### config.mk
export PLATFORM = sky130hd
export DESIGN_NAME = usb_tx_encoder
export DESIGN_NICKNAME = d
export VERILOG_FILES = /design/src/rtl/usb_tx_encoder.sv
export SDC_FILE = /design/constraint.sdc
export NUM_CORES = 1
export LEC_CHECK = 0
export ABC_AREA = 1
export CAP_MARGIN = 30
export CORE_UTILIZATION = 40
export CTS_BUF_LIST = sky130_fd_sc_hd__clkbuf_8
export DETAILED_ROUTE_END_ITERATION = 8
export GPL_TIMING_DRIVEN = 0
export HOLD_SLACK_MARGIN = 0.03
export PLACE_DENSITY = 0.65
export SLEW_MARGIN = 20
export SYNTH_ARGS = -nofsm -noshare
export SYNTH_HDL_FRONTEND = slang
export SYNTH_SLANG_ARGS = --single-unit
### constraint.sdc
create_clock -name clk -period 1.8 [get_ports clk]
set_input_delay 0.18 -clock clk [delete_from_list [all_inputs] [get_ports clk]]
set_output_delay 0.18 -clock clk [all_outputs]
set_load 0.02 [all_outputs]
### src/rtl/usb_tx_encoder.sv
// USB full-speed packet transmitter: SYNC, PID, payload and CRC16 with bit stuffing,
// NRZI line coding and EOP generation. Payload bytes are pulled from the data buffer
// one byte at a time through tx_data/get_tx_data.
module usb_tx_encoder #(
  parameter int unsigned CLKS_PER_BIT = 8,
  parameter int unsigned MAX_PAYLOAD  = 64
) (
  input  logic       clk,
  input  logic       rst,
  input  logic [2:0] tx_packet,
  input  logic [6:0] buffer_occ,
  input  logic [7:0] tx_data,
  output logic       get_tx_data,
  output logic       tx_transfer_active,
  output logic       tx_error,
  output logic       dp_out,
  output logic       dm_out
);

  localparam logic [2:0] StIdle   = 3'd0;
  localparam logic [2:0] StSync   = 3'd1;
  localparam logic [2:0] StPid    = 3'd2;
  localparam logic [2:0] StData   = 3'd3;
  localparam logic [2:0] StCrcLo  = 3'd4;
  localparam logic [2:0] StCrcHi  = 3'd5;
  localparam logic [2:0] StEopSe0 = 3'd6;
  localparam logic [2:0] StEopJ   = 3'd7;

  localparam int unsigned CntW = (CLKS_PER_BIT > 1) ? $clog2(CLKS_PER_BIT) : 1;
  localparam logic [CntW-1:0] CntMax = CntW'(CLKS_PER_BIT - 1);

  logic [2:0]      state_q, state_d;
  logic [CntW-1:0] cnt_q, cnt_d;
  // Bits of the current byte still to be sent; the bit on the line is not kept here.
  logic [6:0]      shift_q, shift_d;
  logic [2:0]      bit_idx_q, bit_idx_d;
  logic [6:0]      byte_cnt_q, byte_cnt_d;
  logic [7:0]      pid_byte_q, pid_byte_d;
  logic            is_data_q, is_data_d;
  logic [15:0]     crc_q, crc_d;
  logic [2:0]      ones_q, ones_d;
  logic            stuff_q, stuff_d;
  logic            line_q, line_d;
  logic            dp_q, dp_d;
  logic            dm_q, dm_d;
  logic            get_q, get_d;
  logic            err_q, err_d;
  logic            active_q, active_d;

  logic            accept;
  logic            place;
  logic            nxt_bit;
  logic            line_base;
  logic            crc_upd;
  logic            load;
  logic [7:0]      load_val;

  function automatic logic is_stuff_state(input logic [2:0] s);
    return (s == StPid) || (s == StData) || (s == StCrcLo) || (s == StCrcHi);
  endfunction

  // Next-state: request decode in idle, bit sequencing at each bit-time boundary.
  always_comb begin
    state_d    = state_q;
    cnt_d      = cnt_q;
    shift_d    = shift_q;
    bit_idx_d  = bit_idx_q;
    byte_cnt_d = byte_cnt_q;
    pid_byte_d = pid_byte_q;
    is_data_d  = is_data_q;
    crc_d      = crc_q;
    ones_d     = ones_q;
    stuff_d    = stuff_q;
    line_d     = line_q;
    dp_d       = dp_q;
    dm_d       = dm_q;
    get_d      = 1'b0;
    err_d      = 1'b0;
    active_d   = active_q;
    accept     = 1'b0;
    place      = 1'b0;
    nxt_bit    = 1'b0;
    line_base  = line_q;
    crc_upd    = 1'b0;
    load       = 1'b0;
    load_val   = 8'h00;

    if (state_q == StIdle) begin
      cnt_d = '0;
      case (tx_packet)
        3'd1, 3'd2: begin
          if (32'(buffer_occ) > MAX_PAYLOAD) begin
            err_d = 1'b1;
          end else begin
            accept     = 1'b1;
            is_data_d  = 1'b1;
            byte_cnt_d = buffer_occ;
            pid_byte_d = (tx_packet == 3'd1) ? 8'hC3 : 8'h4B;
          end
        end
        3'd3, 3'd4, 3'd5: begin
          accept     = 1'b1;
          is_data_d  = 1'b0;
          byte_cnt_d = '0;
          pid_byte_d = (tx_packet == 3'd3) ? 8'hD2 : (tx_packet == 3'd4) ? 8'h5A : 8'h1E;
        end
        3'd6, 3'd7: err_d = 1'b1;
        default: ;
      endcase
      if (accept) begin
        state_d   = StSync;
        active_d  = 1'b1;
        crc_d     = 16'hFFFF;
        stuff_d   = 1'b0;
        line_base = 1'b1;  // NRZI restarts from J for every packet
        load      = 1'b1;
        load_val  = 8'h80;
      end
    end else begin
      cnt_d = (cnt_q == CntMax) ? '0 : cnt_q + CntW'(1);
      if (cnt_q == CntMax) begin
        if (is_stuff_state(state_q) && !stuff_q && (ones_q == 3'd6)) begin
          // Stuff bit: position in the byte and the next buffer read both wait one bit.
          stuff_d = 1'b1;
          place   = 1'b1;
          nxt_bit = 1'b0;
        end else begin
          stuff_d = 1'b0;
          if ((state_q != StEopSe0) && (state_q != StEopJ) && (bit_idx_q != 3'd7)) begin
            bit_idx_d = bit_idx_q + 3'd1;
            shift_d   = {1'b0, shift_q[6:1]};
            nxt_bit   = shift_q[0];
            place     = 1'b1;
            crc_upd   = (state_q == StData);
          end else begin
            case (state_q)
              StSync: begin
                state_d  = StPid;
                load     = 1'b1;
                load_val = pid_byte_q;
              end
              StPid, StData: begin
                if (is_data_q && (byte_cnt_q != 7'd0)) begin
                  state_d    = StData;
                  load       = 1'b1;
                  load_val   = tx_data;
                  get_d      = 1'b1;
                  byte_cnt_d = byte_cnt_q - 7'd1;
                  crc_upd    = 1'b1;
                end else if (is_data_q) begin
                  state_d  = StCrcLo;
                  load     = 1'b1;
                  load_val = ~crc_q[7:0];
                end else begin
                  state_d   = StEopSe0;
                  bit_idx_d = 3'd0;
                  dp_d      = 1'b0;
                  dm_d      = 1'b0;
                end
              end
              StCrcLo: begin
                state_d  = StCrcHi;
                load     = 1'b1;
                load_val = ~crc_q[15:8];
              end
              StCrcHi: begin
                state_d   = StEopSe0;
                bit_idx_d = 3'd0;
                dp_d      = 1'b0;
                dm_d      = 1'b0;
              end
              StEopSe0: begin
                if (bit_idx_q[0]) begin
                  state_d = StEopJ;
                  dp_d    = 1'b1;
                  dm_d    = 1'b0;
                end else begin
                  bit_idx_d = 3'd1;
                end
              end
              StEopJ: begin
                state_d  = StIdle;
                active_d = 1'b0;
                line_d   = 1'b1;
              end
              default: state_d = StIdle;
            endcase
          end
        end
      end
    end

    if (load) begin
      shift_d   = load_val[7:1];
      bit_idx_d = 3'd0;
      nxt_bit   = load_val[0];
      place     = 1'b1;
    end

    if (place) begin
      // NRZI: a 0 toggles the line, a 1 holds it.
      line_d = nxt_bit ? line_base : ~line_base;
      ones_d = (nxt_bit && is_stuff_state(state_d)) ? ones_q + 3'd1 : 3'd0;
      dp_d   = line_d;
      dm_d   = ~line_d;
    end

    // Reflected CRC16 (0x8005 -> 0xA001), payload bits only.
    if (crc_upd) begin
      crc_d = {1'b0, crc_q[15:1]} ^ ((crc_q[0] ^ nxt_bit) ? 16'hA001 : 16'h0000);
    end
  end

  // State register with synchronous reset; reset returns the line to J immediately.
  always_ff @(posedge clk) begin
    if (rst) begin
      state_q    <= StIdle;
      cnt_q      <= '0;
      shift_q    <= '0;
      bit_idx_q  <= '0;
      byte_cnt_q <= '0;
      pid_byte_q <= '0;
      is_data_q  <= 1'b0;
      crc_q      <= 16'hFFFF;
      ones_q     <= '0;
      stuff_q    <= 1'b0;
      line_q     <= 1'b1;
      dp_q       <= 1'b1;
      dm_q       <= 1'b0;
      get_q      <= 1'b0;
      err_q      <= 1'b0;
      active_q   <= 1'b0;
    end else begin
      state_q    <= state_d;
      cnt_q      <= cnt_d;
      shift_q    <= shift_d;
      bit_idx_q  <= bit_idx_d;
      byte_cnt_q <= byte_cnt_d;
      pid_byte_q <= pid_byte_d;
      is_data_q  <= is_data_d;
      crc_q      <= crc_d;
      ones_q     <= ones_d;
      stuff_q    <= stuff_d;
      line_q     <= line_d;
      dp_q       <= dp_d;
      dm_q       <= dm_d;
      get_q      <= get_d;
      err_q      <= err_d;
      active_q   <= active_d;
    end
  end

  assign get_tx_data        = get_q;
  assign tx_error           = err_q;
  assign tx_transfer_active = active_q;
  assign dp_out             = dp_q;
  assign dm_out             = dm_q;

endmodule
==> reports/qor.csv, run 1 <==
metric,value,unit
status,"finished, violations left",
failing checks,setup timing,
clk root buf,clkbuf_8,
maxcap violations,0,
die area,7880,um^2
GRT Total Usage,0.235,
clock-pin slew on the worst setup and hold paths,100,ps
Power Density,726,nW/um^2
chip height,88.8,um
TritonCTS Buffers,5,
num rows,31,
Syn Nets,458,
HP Class,reg -> reg,
Die Wd,88.8,um
post-layout util,0.602,
VDD IR max,0.000346,V
synthesized area,3010,um^2
routed vias,3210,
DRT Pass-1 Iters,5,
DRT iter0 DRCs,258,
synth-to-layout area growth,45.0,%
Initial Util,0.415,
worst-margin pin slew,663,ps
# nets final,535,
synth unique cells,32,
hpwl dp,5830,um
final WL,9050,um
num ports,25,
via/cell ratio,5.28,
Worst EP arrival,2070,ps
Yosys top cell area share,0.372,
setup violators final,31,
Mapped Cells,431,
clk sink count,56,
"leading cell types in the layout, fill and taps excluded","nand2_1 (86), dfxtp_1 (47), buf_4 (38)",
WL met1,3830,um
Placement Setup Slack,-646,ps
fraction of layout instances using a drive strength above 1,0.342,
Rel. slew slack,0.558,
total power,3.17,mW
fin crit period,1890,ps
largest net degree at the start of global routing,17,
sequential share of the synthesized area,0.372,
type of origin of the critical path,flop,
highest routed layer,met4,
Non-Filler Instances,608,
final period utilization,1.05,
core box area,7250,um^2
max-slew violations,0,
syn avg cell area,6.99,um^2
wire length on met2,4420,um
Area contributors post-synth,"dfxtp_1 (37%), nand2_1 (13%), inv_1 (5.9%)",
Final WS setup,-89.8,ps
"commonest non-fill, non-tap cell in the layout",nand2_1,
vias in the first global route,3009,
"Max FO, Critical Path",4,
n_diodes,0,
Routed wire per std cell,14.9,um
"flops & latches, synth",56,
clk_skew,7.76,ps
GP Congestion,0.918,
Placed Instances,554,
drt drc,0,
Buffers on Ports,24,
TritonCTS clock tree,yes,
Final Hold Slack,446,ps
Fin. Hold Viols,0,
ANT nets after route,0,
CP Capture Type,flop,
worst-skew pair later-pin latency,320,ps
metal3 WL,560,um
yosys warns,0,
# H-tree levels,2,
leakage,1.85,nW
RSZ-0062 raised after global routing,true,
critical setup path kind,reg -> reg,
gr ovfl total,0,
first-pass GRT wire length,14000,um
Peak Freq,529,MHz
initial antenna violation count,0,
WP data required,1980,ps
"area leader, netlist",dfxtp_1,
Clock Path Buffers,2,
-- metrics by stage --
step / instance area (um^2) / TNS [ps]
finish: 4370 / -1580
global route: 4370 / -5840
CTS: 4050 / -1330
detailed placement: 3440 / -17320
global placement: 3440 / -16420
floorplan: 3070 / -10.3
-- flip-flops by register name, indices dropped and copies added, names as in the netlist, 3 cells and up --
signal and flops:
bit_idx_q 3, byte_cnt_q 7, cnt_q 3, crc_q 16
ones_q 3, pid_byte_q 7, shift_q 7, state_q 3
-- routing by layer --
metal / vias up / GRT usage
met5: - / 0
met4: 0 / 0.0909
met3: 20 / 0.0429
met2: 113 / 0.393
met1: 1485 / 0.299
li1: 1592 / -
-- cells by family (layout without fill, tap and decap cells) --
logic type | count (synthesis) | after routing | share of synthesized area
XOR/XNOR | 6 | 6 | 0.0174
buffers and inverters | 62 | 139 | 0.0847
flip-flops | 56 | 56 | 0.372
adder cells (fa/ha/maj) | 7 | 7 | 0.0291
AND/OR/NAND/NOR | 205 | 206 | 0.312
AO/OA/AOI/OAI | 95 | 95 | 0.184
-- cell type report --
cell class | count | area, um^2
Clock buffer | 5 | 68.8
Sequential cell | 56 | 1140
Timing Repair Buffer | 69 | 613
Multi-Input combinational cell | 314 | 2100
Fill cell | 655 | 2880
Tap cell | 99 | 124
Buffer | 10 | 66.3
Inverter | 52 | 224
Clock inverter | 3 | 38.8
-- power by group --
part | leakage [nW] | switching (mW) | internal, mW
combinational | 1.33 | 0.547 | 0.414
sequential | 0.462 | 0.0672 | 1.32
clock | 0.0593 | 0.418 | 0.408
total | 1.85 | 1.03 | 2.14
-- cells in the mapped netlist --
master and number:
nand3_2 1, a211oi_1 4, o31ai_1 1, o21ai_2 1, nor2_4 5, a21oi_2 2
clkbuf_1 7, inv_1 47, nand2_2 8, o31ai_2 1, nor2_2 4, ha_1 7
or3_1 1, and3_1 1, a21oi_1 33, nor2_1 40, o2111ai_1 2, buf_6 3
dfxtp_1 56, nand2_1 101, nand2_4 4, nand4_1 4, nand3b_1 3, o211ai_1 5
a21boi_0 1, xor2_1 6, o22ai_1 16, a31oi_1 5, nor3_1 6, inv_2 5
nand3_1 27, o21ai_0 24
-- timing repair --
item,in CTS,in global routing
hold buffers,0,0
pin swaps,32,27
resized for setup,70,62
setup endpoints to repair,45,45
gates cloned,1,1
buffers inserted,31,13
-- critical path, cell delays in order (launching register included) --
cell	delay, ps
dfxtp_2	330
inv_2	80
ha_4	150
inv_4	40
nor2_4	80
inv_2	50
nor2_4	170
buf_4	150
nand2_2	80
nand2_2	80
nand3_2	60
a21boi_2	190
nand2_2	110
nand3b_1	110
a21oi_1	60
-- path summary, 6_finish.rpt --
check / from / endpoint / slack [ps] / cells past startpoint
setup / recovery: byte_cnt_q[0] / ones_q[1] / -90 / 14
setup reg to reg: byte_cnt_q[0] / ones_q[1] / -90 / 14
hold / removal: cnt_q[0] / cnt_q[0] / 450 / 1
hold reg to reg: cnt_q[0] / cnt_q[0] / 450 / 1
(Power assumes the default switching activity.)
==> run 2, diff against run 1 <==
--- a/config.mk
+++ b/config.mk
@@ -7,12 +7,12 @@
 export LEC_CHECK = 0
 export ABC_AREA = 1
 export CAP_MARGIN = 30
-export CORE_UTILIZATION = 40
+export CORE_UTILIZATION = 49
 export CTS_BUF_LIST = sky130_fd_sc_hd__clkbuf_8
 export DETAILED_ROUTE_END_ITERATION = 8
 export GPL_TIMING_DRIVEN = 0
 export HOLD_SLACK_MARGIN = 0.03
-export PLACE_DENSITY = 0.65
+export PLACE_DENSITY = 0.76
 export SLEW_MARGIN = 20
 export SYNTH_ARGS = -nofsm -noshare
 export SYNTH_HDL_FRONTEND = slang
==> run 2 against run 1 <==
Compared with the run above:
- the run still ends with setup timing left
- routed wire length rose by 18%
- core utilization rose by 14 points
- power rose by 2.6%
- design area rose by 0.43%
- critical path depth fell by 2
- final cell count fell by 3.8%
- via count rose by 9.0%
- largest power group unchanged
- highest routed layer unchanged
==> reports/qor.csv, run 2 (synthesized netlist as in run 1, its figures left out) <==
metric,value,unit
status,"finished, violations left",
failing checks,setup timing,
clk sink count,56,
DRT Pass-1 Iters,5,
setup violators final,39,
Clock Path Buffers,2,
final period utilization,1.15,
num rows,28,
Critical R2R Launch,bit_idx_q[0],
grt met2 use,0.500,
GP Congestion,0.892,
Initial Util,0.509,
"Max FO, Critical Path",4,
Slowest cell on crit path,dfxtp_2,
GR met1 Demand/Resource,0.358,
CP Capture Type,flop,
Power Density,742,nW/um^2
"leading cell types in the layout, fill and taps excluded","nand2_1 (87), dfxtp_1 (47), buf_4 (36)",
via/cell ratio,5.98,
# H-tree levels,2,
grt met3 use,0.0727,
num ports,25,
hold_sp,cnt_q[0],
RSZ-0062 raised after global routing,true,
clk_skew,7.86,ps
GRT Total Usage,0.298,
max-slew violations,0,
max reg flops,16,
vias in the first global route,3120,
Worst EP arrival,2280,ps
Peak Freq,484,MHz
first-pass GRT wire length,14800,um
"commonest non-fill, non-tap cell in the layout",nand2_1,
VDD IR max,0.000447,V
worst-skew pair later-pin latency,320,ps
clk root buf,clkbuf_8,
core box area,5920,um^2
routed vias,3499,
WHS Endpoint,cnt_q[0],
fin crit period,2060,ps
TritonCTS Buffers,5,
synth-to-layout area growth,45.6,%
critical setup path kind,reg -> reg,
die area,6470,um^2
Routed wire per std cell,18.2,um
Final WS setup,-265,ps
Fin. Hold Viols,0,
worst-margin pin slew,646,ps
total power,3.26,mW
Bufs and invs on worst path,1,
initial antenna violation count,0,
CP Cell Sequence,ha_4 > ha_4 > a21oi_4 > inv_4 > nor2_4 > nand4_1 > nand3_2 > nand2_4 > xor2_1 > nand2_1 > nand2_1 > nand2_1,
fraction of layout instances using a drive strength above 1,0.355,
largest net degree at the start of global routing,17,
"reg-to-reg slack, setup",-260,ps
setup TNS,-5690,ps
# hold bufs at CTS,0,
hpwl dp,5860,um
HP Class,reg -> reg,
final WL,10700,um
DRT iter0 DRCs,384,
critical path's top delay family,simple AND/OR/NAND/NOR gates,
ANT nets after route,0,
Worst Setup SP,bit_idx_q[0],
GRT busiest layer,met2,
leakage,1.84,nW
# nets final,536,
gr ovfl total,0,
TritonCTS clock tree,yes,
clock-pin slew on the worst setup and hold paths,100,ps
worst stage delay on the critical path,350,ps
most frequent CP cell,nand2_1,
WP data required,2020,ps
Worst Reg-to-Reg Cells,12,
chip height,80.4,um
Buffers on Ports,24,
Worst Hold Depth,1,
drt drc,0,
Rel. slew slack,0.569,
type of origin of the critical path,flop,
reg2reg end,dp_out,
n_diodes,0,
Reg with most FFs,crc_q,
maxcap violations,0,
Die Wd,80.4,um
Placement Setup Slack,-646,ps
==> run 2: worst max path at each step <==
stage	end	slack, ps	cells past startpoint
2_1_floorplan	crc_q[7]	-7	16
6_report	dp_out	-260	12
3_5_place_dp	shift_q[4]	-650	12
5_1_grt	dp_out	-300	12
4_1_cts	crc_q[6]	-110	16
3_3_place_gp	shift_q[4]	-590	12
==> run 2: worst register-to-register path: stages (launching register included) <==
cell	delay, ps
dfxtp_2	350
ha_4	160
ha_4	170
a21oi_4	240
inv_4	90
nor2_4	80
nand4_1	170
nand3_2	170
nand2_4	90
xor2_1	150
nand2_1	120
nand2_1	100
nand2_1	60
==> run 2: report_power, final <==
| part | internal (mW) | leakage, nW | switching (mW) |
|---|---|---|---|
| combinational | 0.389 | 1.32 | 0.558 |
| clock | 0.492 | 0.0645 | 0.429 |
| sequential | 1.32 | 0.462 | 0.0693 |
==> run 2: per-stage QoR <==
stage / utilization / area (um^2) / hold WS, ps / instances
after CTS: 0.682 / 4040 / 417 / 567
after detailed placement: 0.575 / 3410 / 427 / 530
after global routing: 0.741 / 4390 / 431 / 585
after global placement: 0.575 / 3410 / 408 / 530
final: 0.741 / 4390 / 414 / 585
after floorplan: - / 3070 / 346 / 431
==> run 2: cell type report <==
cell class	count	area, um^2
clock buffer	7	96.3
fill	407	1530
tap	75	93.8
buffer	10	68.8
sequential	56	1140
timing repair buffer	71	652
inverter	52	210
multi-input combinational	313	2100
clock inverter	1	30.0
==> run 2: timing repair <==
item / in CTS / in global routing
resized for setup: 72 / 63
cloned: 1 / 0
buffers inserted: 28 / 19
setup endpoints to repair: 45 / 52
pin swaps: 23 / 33
==> run 2: layer usage <==
layer | vias up | share of wire | wire (um)
li1 | 1589 | - | -
met5 | - | 0 | 0
met2 | 228 | 0.48 | 5090
met1 | 1615 | 0.39 | 4140
met4 | 0 | 0.053 | 570
met3 | 67 | 0.082 | 874
